**config.mk**
```make
export PLATFORM = sky130hd
export DESIGN_NAME = fetch_sequencer
export DESIGN_NICKNAME = d
export VERILOG_FILES = /design/src/rtl/fetch_sequencer.sv
export SDC_FILE = /design/constraint.sdc
export NUM_CORES = 1
export LEC_CHECK = 0
export ABC_AREA = 1
export BUFFER_PORTS_ARGS = -buffer_cell sky130_fd_sc_hd__buf_2
export CORE_MARGIN = 5
export CORE_UTILIZATION = 50
export DETAILED_ROUTE_END_ITERATION = 12
export PLACE_DENSITY_LB_ADDON = 0.2
export SLEW_MARGIN = 20
export SYNTH_ARGS = -nofsm -noshare
export SYNTH_HDL_FRONTEND = slang
export SYNTH_SLANG_ARGS = --single-unit
```
**constraint.sdc**
```tcl
create_clock -name clk -period 2.5 [get_ports clk]
set_input_delay 0.375 -clock clk [delete_from_list [all_inputs] [get_ports clk]]
set_output_delay 0.375 -clock clk [all_outputs]
set_load 0.01 [all_outputs]
```
**src/rtl/fetch_sequencer.sv**
```systemverilog
// rtl/fetch_sequencer.sv - fetch sequencer with instruction buffer, redirect flush and halt detection
module fetch_sequencer #(
  parameter int          DEPTH   = 4,
  parameter logic [15:0] HALT_OP = 16'hFFFF
) (
  input  logic        clk,
  input  logic        rst,
  input  logic        run,
  output logic        fetch_pc_en,
  output logic        fetch_branch_en,
  output logic [7:0]  fetch_branch_addr,
  input  logic [15:0] fetch_instr,
  input  logic        redir_valid,
  input  logic [7:0]  redir_addr,
  output logic        dec_valid,
  input  logic        dec_ready,
  output logic [15:0] dec_instr,
  output logic [7:0]  dec_pc,
  output logic        halted,
  output logic [7:0]  fetch_count
);
  localparam int AW = $clog2(DEPTH);
  localparam int CW = AW + 1;

  typedef enum logic [1:0] {IDLE, RUN, HALTED} state_t;

  state_t        state;
  logic [7:0]    shadow_pc;
  logic [AW-1:0] wr_ptr;
  logic [AW-1:0] rd_ptr;
  logic [CW-1:0] count;
  logic [15:0]   instr_mem [DEPTH];
  logic [7:0]    pc_mem    [DEPTH];
  logic          push;
  logic          pop;

  // rst gates the handshakes combinationally so nothing leaks out during the reset cycle
  always_comb begin
    fetch_branch_en   = !rst && (state != IDLE) && redir_valid;
    fetch_branch_addr = redir_addr;
    dec_valid         = !rst && (count != '0) && !redir_valid;
    pop               = dec_valid && dec_ready;
    fetch_pc_en       = !rst && (state == RUN) && !redir_valid &&
                        ((count < CW'(DEPTH)) || pop);
    push              = fetch_pc_en;
    dec_instr         = instr_mem[rd_ptr];
    dec_pc            = pc_mem[rd_ptr];
  end

  assign halted = (state == HALTED);

  always_ff @(posedge clk) begin
    if (push) begin
      instr_mem[wr_ptr] <= fetch_instr;
      pc_mem[wr_ptr]    <= shadow_pc;
    end
  end

  always_ff @(posedge clk) begin
    if (rst) begin
      state       <= IDLE;
      shadow_pc   <= 8'h00;
      wr_ptr      <= '0;
      rd_ptr      <= '0;
      count       <= '0;
      fetch_count <= 8'h00;
    end else begin
      if (fetch_branch_en)  shadow_pc <= redir_addr;
      else if (fetch_pc_en) shadow_pc <= shadow_pc + 8'd2;

      if (fetch_branch_en) begin
        wr_ptr <= '0;
        rd_ptr <= '0;
        count  <= '0;
      end else begin
        if (push) wr_ptr <= wr_ptr + AW'(1);
        if (pop)  rd_ptr <= rd_ptr + AW'(1);
        if (push && !pop)      count <= count + CW'(1);
        else if (pop && !push) count <= count - CW'(1);
      end

      if (push && (fetch_count != 8'hFF)) fetch_count <= fetch_count + 8'd1;

      // leaving RUN on run==0 wins even when a redirect arrives in the same cycle
      case (state)
        IDLE:    if (run) state <= RUN;
        RUN: begin
          if (!run)                                  state <= IDLE;
          else if (push && (fetch_instr == HALT_OP)) state <= HALTED;
        end
        HALTED:  if (redir_valid) state <= RUN;
        default: state <= IDLE;
      endcase
    end
  end
endmodule

```
## Yosys cells after proc, flatten, opt, wreduce, memory -nomap -nowiden

Memory sizes are Yosys's and may differ from the RTL's. A register that Yosys moved wholly into a read port is not among the register bits.
Index checks and enable logic that the tools add are counted.

- Logic and storage cells: 61
- Memory bits (writable): 96
- Flip-flop bits (word level): 25
- Memories kept: 2
- Bits of input ports: 29

Memory list:

| memory | words | bits a word | rd ports | clocked after Yosys merged registers in | write ports | line | source |
|---|---|---|---|---|---|---|---|
| instr_mem | 4 | 16 | 1 | 1 | 1 | 32 | `logic [15:0] instr_mem [DEPTH];` |
| pc_mem | 4 | 8 | 1 | 1 | 1 | 33 | `logic [7:0] pc_mem [DEPTH];` |

- Add/sub/neg operators: 6
- Equal/unequal tests: 7
- Mux-type cells: 15
- $lt $le $gt $ge: 1
- Reductions and logical operators: 24

Operator list:

| cell | number |
|---|---|
| equality test 16 bit, second input constant | 1 |
| two-way mux 2 bit | 8 |
| two-way mux 8 bit | 2 |
| logical AND 1 bit | 12 |
| adder 8 x 1 -> 8 bit, second input constant | 1 |
| adder 8 x 2 -> 8 bit, second input constant | 1 |
| inequality test 8 bit, second input constant | 1 |
| two-way mux 3 bit | 2 |
| one-hot mux 2 bit (3 select lines) | 1 |
| nonzero test 2 bit | 3 |
| adder 2 x 1 -> 2 bit, second input constant | 2 |
| logical NOT 1 bit | 4 |
| inequality test 2 bit, second input constant | 2 |
| adder 3 x 1 -> 3 bit, second input constant | 1 |
| < comparator 3 bit, second input constant | 1 |
| inequality test 3 x 2 -> 1 bit, second input constant | 1 |
| AND reduction 3 bit | 1 |
| nonzero test 3 bit | 1 |
| subtractor 3 x 1 -> 3 bit, second input constant | 1 |
| equality test 2 x 1 -> 1 bit, second input constant | 1 |
| equality test 2 bit, second input constant | 1 |
| logical NOT 2 bit | 1 |
| two-way mux 1 bit | 2 |
| OR reduction 2 bit | 1 |
| logical OR 1 bit | 1 |

## Depth between registers and ports, before layout

Gate-level depths: netlist of run 1.

- Word-level depth: 10
- Mapped depth: 11
- Gate-level depth less buffers: 11

## Worst setup path before layout of run 1

Ideal clock, no wire load.

- Path type: input-to-reg
- Start: input redir_valid
- End: memory instr_mem[0][0], enable pin
- Setup slack: 0.231 ns
- Cell stages on the path: 4
- Library setup time: 0.405 ns
- Arrival time: 1.864 ns
- Path buffers: 1
- Path through: nor2_2 -> nand3_4 -> buf_4 -> nor2_1

- Longest elaborated chain between the ends: 7

RTL lines:

| item | line | source |
|---|---|---|
| from (decl) | 13 | `input logic redir_valid,` |
| logical NOT 1 bit * | 41, 43 |  |
| logical AND 1 bit | 41 | `dec_valid = !rst && (count != '0) && !redir_valid;` |
| logical AND 1 bit | 42 | `pop = dec_valid && dec_ready;` |
| logical OR 1 bit | 44 | `((count < CW'(DEPTH)) \|\| pop);` |
| logical AND 1 bit * | 43 | `fetch_pc_en = !rst && (state == RUN) && !redir_valid &&` |
| two-way mux 1 bit * | 53 | `if (push) begin` |
| two-way mux 1 bit (implied by the code) * | 54 | `instr_mem[wr_ptr] <= fetch_instr;` |
| to (decl) | 32 |  |

Every way passes the cells marked *; elsewhere a longest branch is shown, timed or not.

==> flow_summary.yaml, run 1 <==
power:
  power_density_mw_per_mm2: 775
  p_sw_uw: 936
  power.share.clock_pct: 48.9
  p_seq_share_pct: 46.6
  leakage_nw: 2.46
  switching_share_pct: 19.4
  max-vdd-ir-drop_mv: 0.402
  pwr-share-comb_pct: 4.5
  internal_power_mw: 3.90
synth:
  synth_common_cells: "edfxtp_1, nor2_1, nand2_1, o21ai_0, inv_1"
  yosys-top-cells-area: "edfxtp_1, dfxtp_1, o21ai_0"
  yosys_most_used_dff: "edfxtp_1"
  syn_nets: 510
  yosysSeqAreaShare_pct: 66.7
  async_flop_share_pct: 0
  netlist_area_sq_mm: 0.00514
  yosys.cell_count.top_type: "edfxtp_1"
  syn_inst: 473
  avgSynthCellArea_sq_um: 10.9
  synth_top_area_share_pct: 56.1
  synth_edf_count: 96
  yosys_warnings: 0
  ys_ff_latch: 123
  synth_cell_types: 30
  synth_top_area_cell: "edfxtp_1"
route:
  vias: 3624
  vias_per_cell: 5.17
  drc: 0
  postRouteWirelength_um: 10500
  wl_per_cell_um: 14.9
  drtPass1Iterations: 4
  drt_iter0_markers: 178
  postRouteAntennaNets: 0
floorplan:
  core_sq_mm: 0.0102
  pin_count: 73
  initial_core_util_pct: 50.4
  std_cell_rows: 37
  dieArea_sq_mm: 0.0124
  die_x_um: 111
  die_h_um: 111
timing:
  skew_ns: 0.00679
  finalSetupViolCount: 0
  setup_tns_ns: 0
  rsz0062_at_grt: "no"
  slew-limit-headroom_pct: 68.2
  holdWs_ns: 0.0962
  hold_violations: 0
  fmax_ghz: 0.443
  worstMarginPinSlew_ns: 0.477
  fin_crit_ns: 2.26
  timing.final.crit_share_pct: 90.3
  slew_viol_final: 0
  setup_slack_ns: 0.243
clock_network:
  post_cts_buffers: 0
  cts.sinks: 123
  cts_resized: 0
  cts_made_buffers: 17
  clk_pin_slew_ns: 0.05
  h-tree-depth: 4
  cts_tree: "done"
  holdBufCountCts: 0
  clockBufferDepth: 2
  cts-root-buf: "clkbuf_8"
  clk_latency_ns: 0.50
setup_path:
  startpoint_type: "register"
  worstPathRequired_ns: 2.12
  path_cells: "inv_1 > buf_12 > o21ai_0 > o22ai_1 > buf_2"
  cp_max_fo: 34
  arrival_ns: 1.88
  endpoint_kind: "output port"
  critPathMaxStageDelay_ns: 0.36
  critPathKind: "register to output port"
  cp_slowest_cell: "inv_1"
global_route:
  overflow: 0
  grt_pass1_vias: 3620
  grt_pass1_wl_um: 17700
  grt_max_degree: 49
  grt_usage_pct: 17.9
  antenna_found_initial: 0
status:
  status: "finished clean"
final_layout:
  design_area_sq_mm: 0.00624
  area_growth_pct: 21.4
  drive_gt1_share_pct: 22.1
  final_nets: 590
  antenna_cells: 0
placed_design:
  place_ws_ns: 0.378
  portBuffers: 72
  gp_congestion: 0.794
  place_area_sq_mm: 0.00566
  hpwl_um: 6730
min_path:
  min_path_type: "primary input to register"
job:
  maxCapViolCount: 0
[registers in the layout (all words and copies together) (netlist names), named ones only]
register	cells
shadow_pc	8
instr_mem	64
rd_ptr	2
state	2
pc_mem	32
count	3
wr_ptr	2
fetch_count	8
[area by class of cell]
cell class | instances | area, sq um
multi-input cells | 286 | 1440
clock inverters | 12 | 154
flip-flops and latches | 123 | 3420
clock buffers | 19 | 422
fillers | 834 | 3950
inverters | 40 | 156
repair buffers | 85 | 470
well taps | 136 | 170
[cells in the final DEF (no fill, tap or decap)]
| cell | instances |
|---|---|
| nor2_1 | 69 |
| buf_12 | 1 |
| inv_2 | 1 |
| clkinv_1 | 5 |
| buf_4 | 12 |
| edfxtp_1 | 96 |
| buf_2 | 72 |
| o21bai_1 | 1 |
| o22ai_1 | 24 |
| clkbuf_1 | 2 |
| o21ai_1 | 1 |
| a22o_1 | 1 |
| nor2_4 | 1 |
| nand3b_1 | 1 |
| or2_2 | 2 |
| bufinv_16 | 4 |
| nand2_1 | 67 |
| clkinv_2 | 4 |
| dfxtp_1 | 27 |
| clkbuf_8 | 1 |
| a31oi_1 | 2 |
| nor2_2 | 6 |
| clkbuf_16 | 16 |
| nand3_4 | 2 |
| nand2_4 | 1 |
| o211ai_1 | 1 |
| ha_1 | 7 |
| nand3_1 | 16 |
| inv_1 | 36 |
| a21oi_1 | 19 |
| fa_1 | 1 |
| nand4_1 | 4 |
| o21ai_0 | 56 |
| inv_4 | 2 |
| xor2_1 | 4 |
[worst max-delay path, delay by kind of cell (launching register included)]
| kind | cells | cell delay, ns |
|---|---|---|
| compound gates | 2 | 0.28 |
| buf+inv | 3 | 0.78 |
| flops | 1 | 0.31 |
[final timing paths]
path / startpoint / endpoint / slack (ns) / cells after the start
setup / recovery: register / dec_pc[7] / 0.24 / 5
hold / removal: redir_addr[7] / shadow_pc[7] / 0.1 / 3
setup reg to reg: state[0] / count[2] / 0.54 / 11
hold reg to reg: rd_ptr[0] / rd_ptr[0] / 0.47 / 2
[metrics by stage]
step,std cells,utilization (%),total power [mW]
after global routing,701,61.2,5.02
after floorplan,473,-,2.42
final,701,61.2,4.83
after global placement,670,55.6,2.51
after detailed placement,670,55.6,2.51
after CTS,701,61.2,4.89
[layer usage]
| metal | share of wire, % | vias up | GRT usage, % | routed length, um |
|---|---|---|---|---|
| met1 | 43 | 1705 | 22.9 | 4510 |
| met4 | 1.3 | 0 | 5.84 | 133 |
| met3 | 6.4 | 12 | 5.49 | 667 |
| met2 | 49 | 101 | 29.6 | 5140 |
| li1 | - | 1806 | - | - |
| met5 | 0 | - | 0 | 0 |
[power by group through the flow]
stage	clock network, mW	registers, mW	logic [mW]
CTS	2.42	2.25	0.222
floorplan	0	2.29	0.129
global route	2.52	2.26	0.250
finish	2.36	2.25	0.219
global placement	0	2.29	0.214
detailed placement	0	2.29	0.220
[kinds of logic after synthesis]
family	Yosys count	share of synthesized area, %
simple gates	169	14.0
flops	123	66.7
compound gates	105	11.0
buf+inv	64	5.51
fa+ha+maj	8	2.09
xor+xnor	4	0.682
Note: power is estimated with default switching activity, not from simulation.
==> run 2, diff against run 1 <==
PLACE_DENSITY = 0.68   (was not set)
PLACE_DENSITY_LB_ADDON = not set   (was 0.2)
==> run 2 against run 1 <==
Against the previous run: utilization fell by 0.61 points; clock-buffer cell count rose by 9; maximum frequency barely moved; sequential share of layout area rose by 0.58 points; largest cell class unchanged; highest routed layer unchanged.
==> flow_summary.yaml, run 2 (synthesis gave the netlist of run 1 again) <==
min_path:
  whs_path_depth: 1
  min_path_type: "primary input to register"
timing:
  slew_viol_final: 0
  skew_ns: 0.00701
  holdWs_ns: 0.0942
  slew-limit-headroom_pct: 67.8
  fmax_ghz: 0.443
  finalSetupViolCount: 0
  timing.final.crit_share_pct: 90.3
  worstMarginPinSlew_ns: 0.484
  rsz0062_at_grt: "no"
  setup_tns_ns: 0
  hold_violations: 0
  fin_crit_ns: 2.26
clock_network:
  holdBufCountCts: 0
  cts_tree: "done"
  clk_latency_ns: 0.51
  cts.sinks: 123
  h-tree-depth: 4
  post_cts_buffers: 0
  cts-root-buf: "clkbuf_8"
  clockBufferDepth: 2
  cts_made_buffers: 17
  clk_pin_slew_ns: 0.06
global_route:
  grt_pass1_vias: 3576
  grt_pass1_wl_um: 17400
  grt_usage_pct: 17.6
  antenna_found_initial: 0
  grt_max_degree: 49
  overflow: 0
placed_design:
  portBuffers: 72
  hpwl_um: 6760
  gp_congestion: 0.814
  place_area_sq_mm: 0.00565
power:
  power_density_mw_per_mm2: 740
  max-vdd-ir-drop_mv: 0.426
  leakage_nw: 2.43
  p_total_mw: 4.57
setup_path:
  worstReg2RegEnd: "count[2]"
  cp-endpoint: "dec_pc[1]"
  cp_max_fo: 36
  r2r-start: "state[0]"
  critPathMaxStageDelay_ns: 0.35
  reg2reg_depth: 11
  critPathKind: "register to output port"
  cp_slowest_cell: "inv_1"
  path_cells: "inv_1 > buf_12 > o21ai_0 > o22ai_1 > buf_2"
  startpoint_type: "register"
  worstPathRequired_ns: 2.12
  cp.depth: 5
  arrival_ns: 1.88
  r2r_setup_slack_ns: 0.55
  endpoint_kind: "output port"
  critical-path-top-delay-family: "buffers and inverters"
  cp.buffers_inverters: 3
final_layout:
  design_area_sq_mm: 0.00617
  final_common_cell: "edfxtp_1"
  top_register: "instr_mem"
  reg_top3: "instr_mem x64, pc_mem x32"
  drive_gt1_share_pct: 22.2
  multi_input_area_sq_mm: 0.00144
  area_growth_pct: 20.2
  final_nets: 589
  fillers: 847
  seq_area_sq_mm: 0.00342
  final_cell_mix: "edfxtp_1, buf_2, nor2_1"
  antenna_cells: 0
  largest_register_ff_count: 64
route:
  drc: 0
  postRouteAntennaNets: 0
  top_layer: "met4"
  wl_met3_um: 388
  drtPass1Iterations: 4
  vias_per_cell: 5.17
  vias: 3616
  postRouteWirelength_um: 10600
  wl_met1_um: 5040
  drt_iter0_markers: 222
  met2WireLength_um: 5070
  wl_per_cell_um: 15.1
floorplan:
  initial_core_util_pct: 50.4
  pin_count: 73
  std_cell_rows: 37
  die_h_um: 111
  core_sq_mm: 0.0102
  die_x_um: 111
  dieArea_sq_mm: 0.0124
status:
  status: "finished clean"
job:
  maxCapViolCount: 0
[run 2: how the worst min path moves through the flow]
stage              startpoint              end  slack, ns
6_report       fetch_instr[3]  instr_mem[3][3]       0.09
5_1_grt        fetch_instr[3]  instr_mem[3][3]       0.08
4_1_cts         redir_addr[7]     shadow_pc[7]       0.07
3_5_place_dp        rd_ptr[0]        rd_ptr[0]       0.47
3_3_place_gp        rd_ptr[0]        rd_ptr[0]       0.46
2_1_floorplan       rd_ptr[1]         register       0.43
[run 2: power by group]
part	leakage (nW)	switching (mW)	internal (mW)
registers	1.11	0.0225	2.23
logic	1.07	0.138	0.0797
clock network	0.257	0.758	1.34
[run 2: metrics by stage]
stage / worst slack [ns] / cells / utilization, %
after floorplan: 0.231 / 473 / -
after global placement: 0.438 / 669 / 55.5
after detailed placement: 0.404 / 669 / 55.5
after CTS: 0.118 / 700 / 60.6
after global routing: 0.0961 / 700 / 60.6
final: 0.242 / 700 / 60.6
[run 2: final cells by class]
type                    count  area share (%)
clock buffers              28            8.19
clock inverters             3           0.223
inverters                  40            2.53
multi-input cells         286            23.3
flip-flops and latches    123            55.5
well taps                 136            2.76
repair buffers             84            7.50
[run 2: metal layers]
layer / global-route usage, % / vias up
met5: 0 / -
met4: 5.35 / 0
met3: 5.33 / 9
met2: 28.9 / 74
met1: 22.7 / 1726
li1: - / 1807
[run 2: timing repair]
action / 4_1_cts / 5_1_grt
hold endpoints to repair: 0 / 0
setup endpoints to repair: 0 / 1
gates resized for setup: 0 / 1
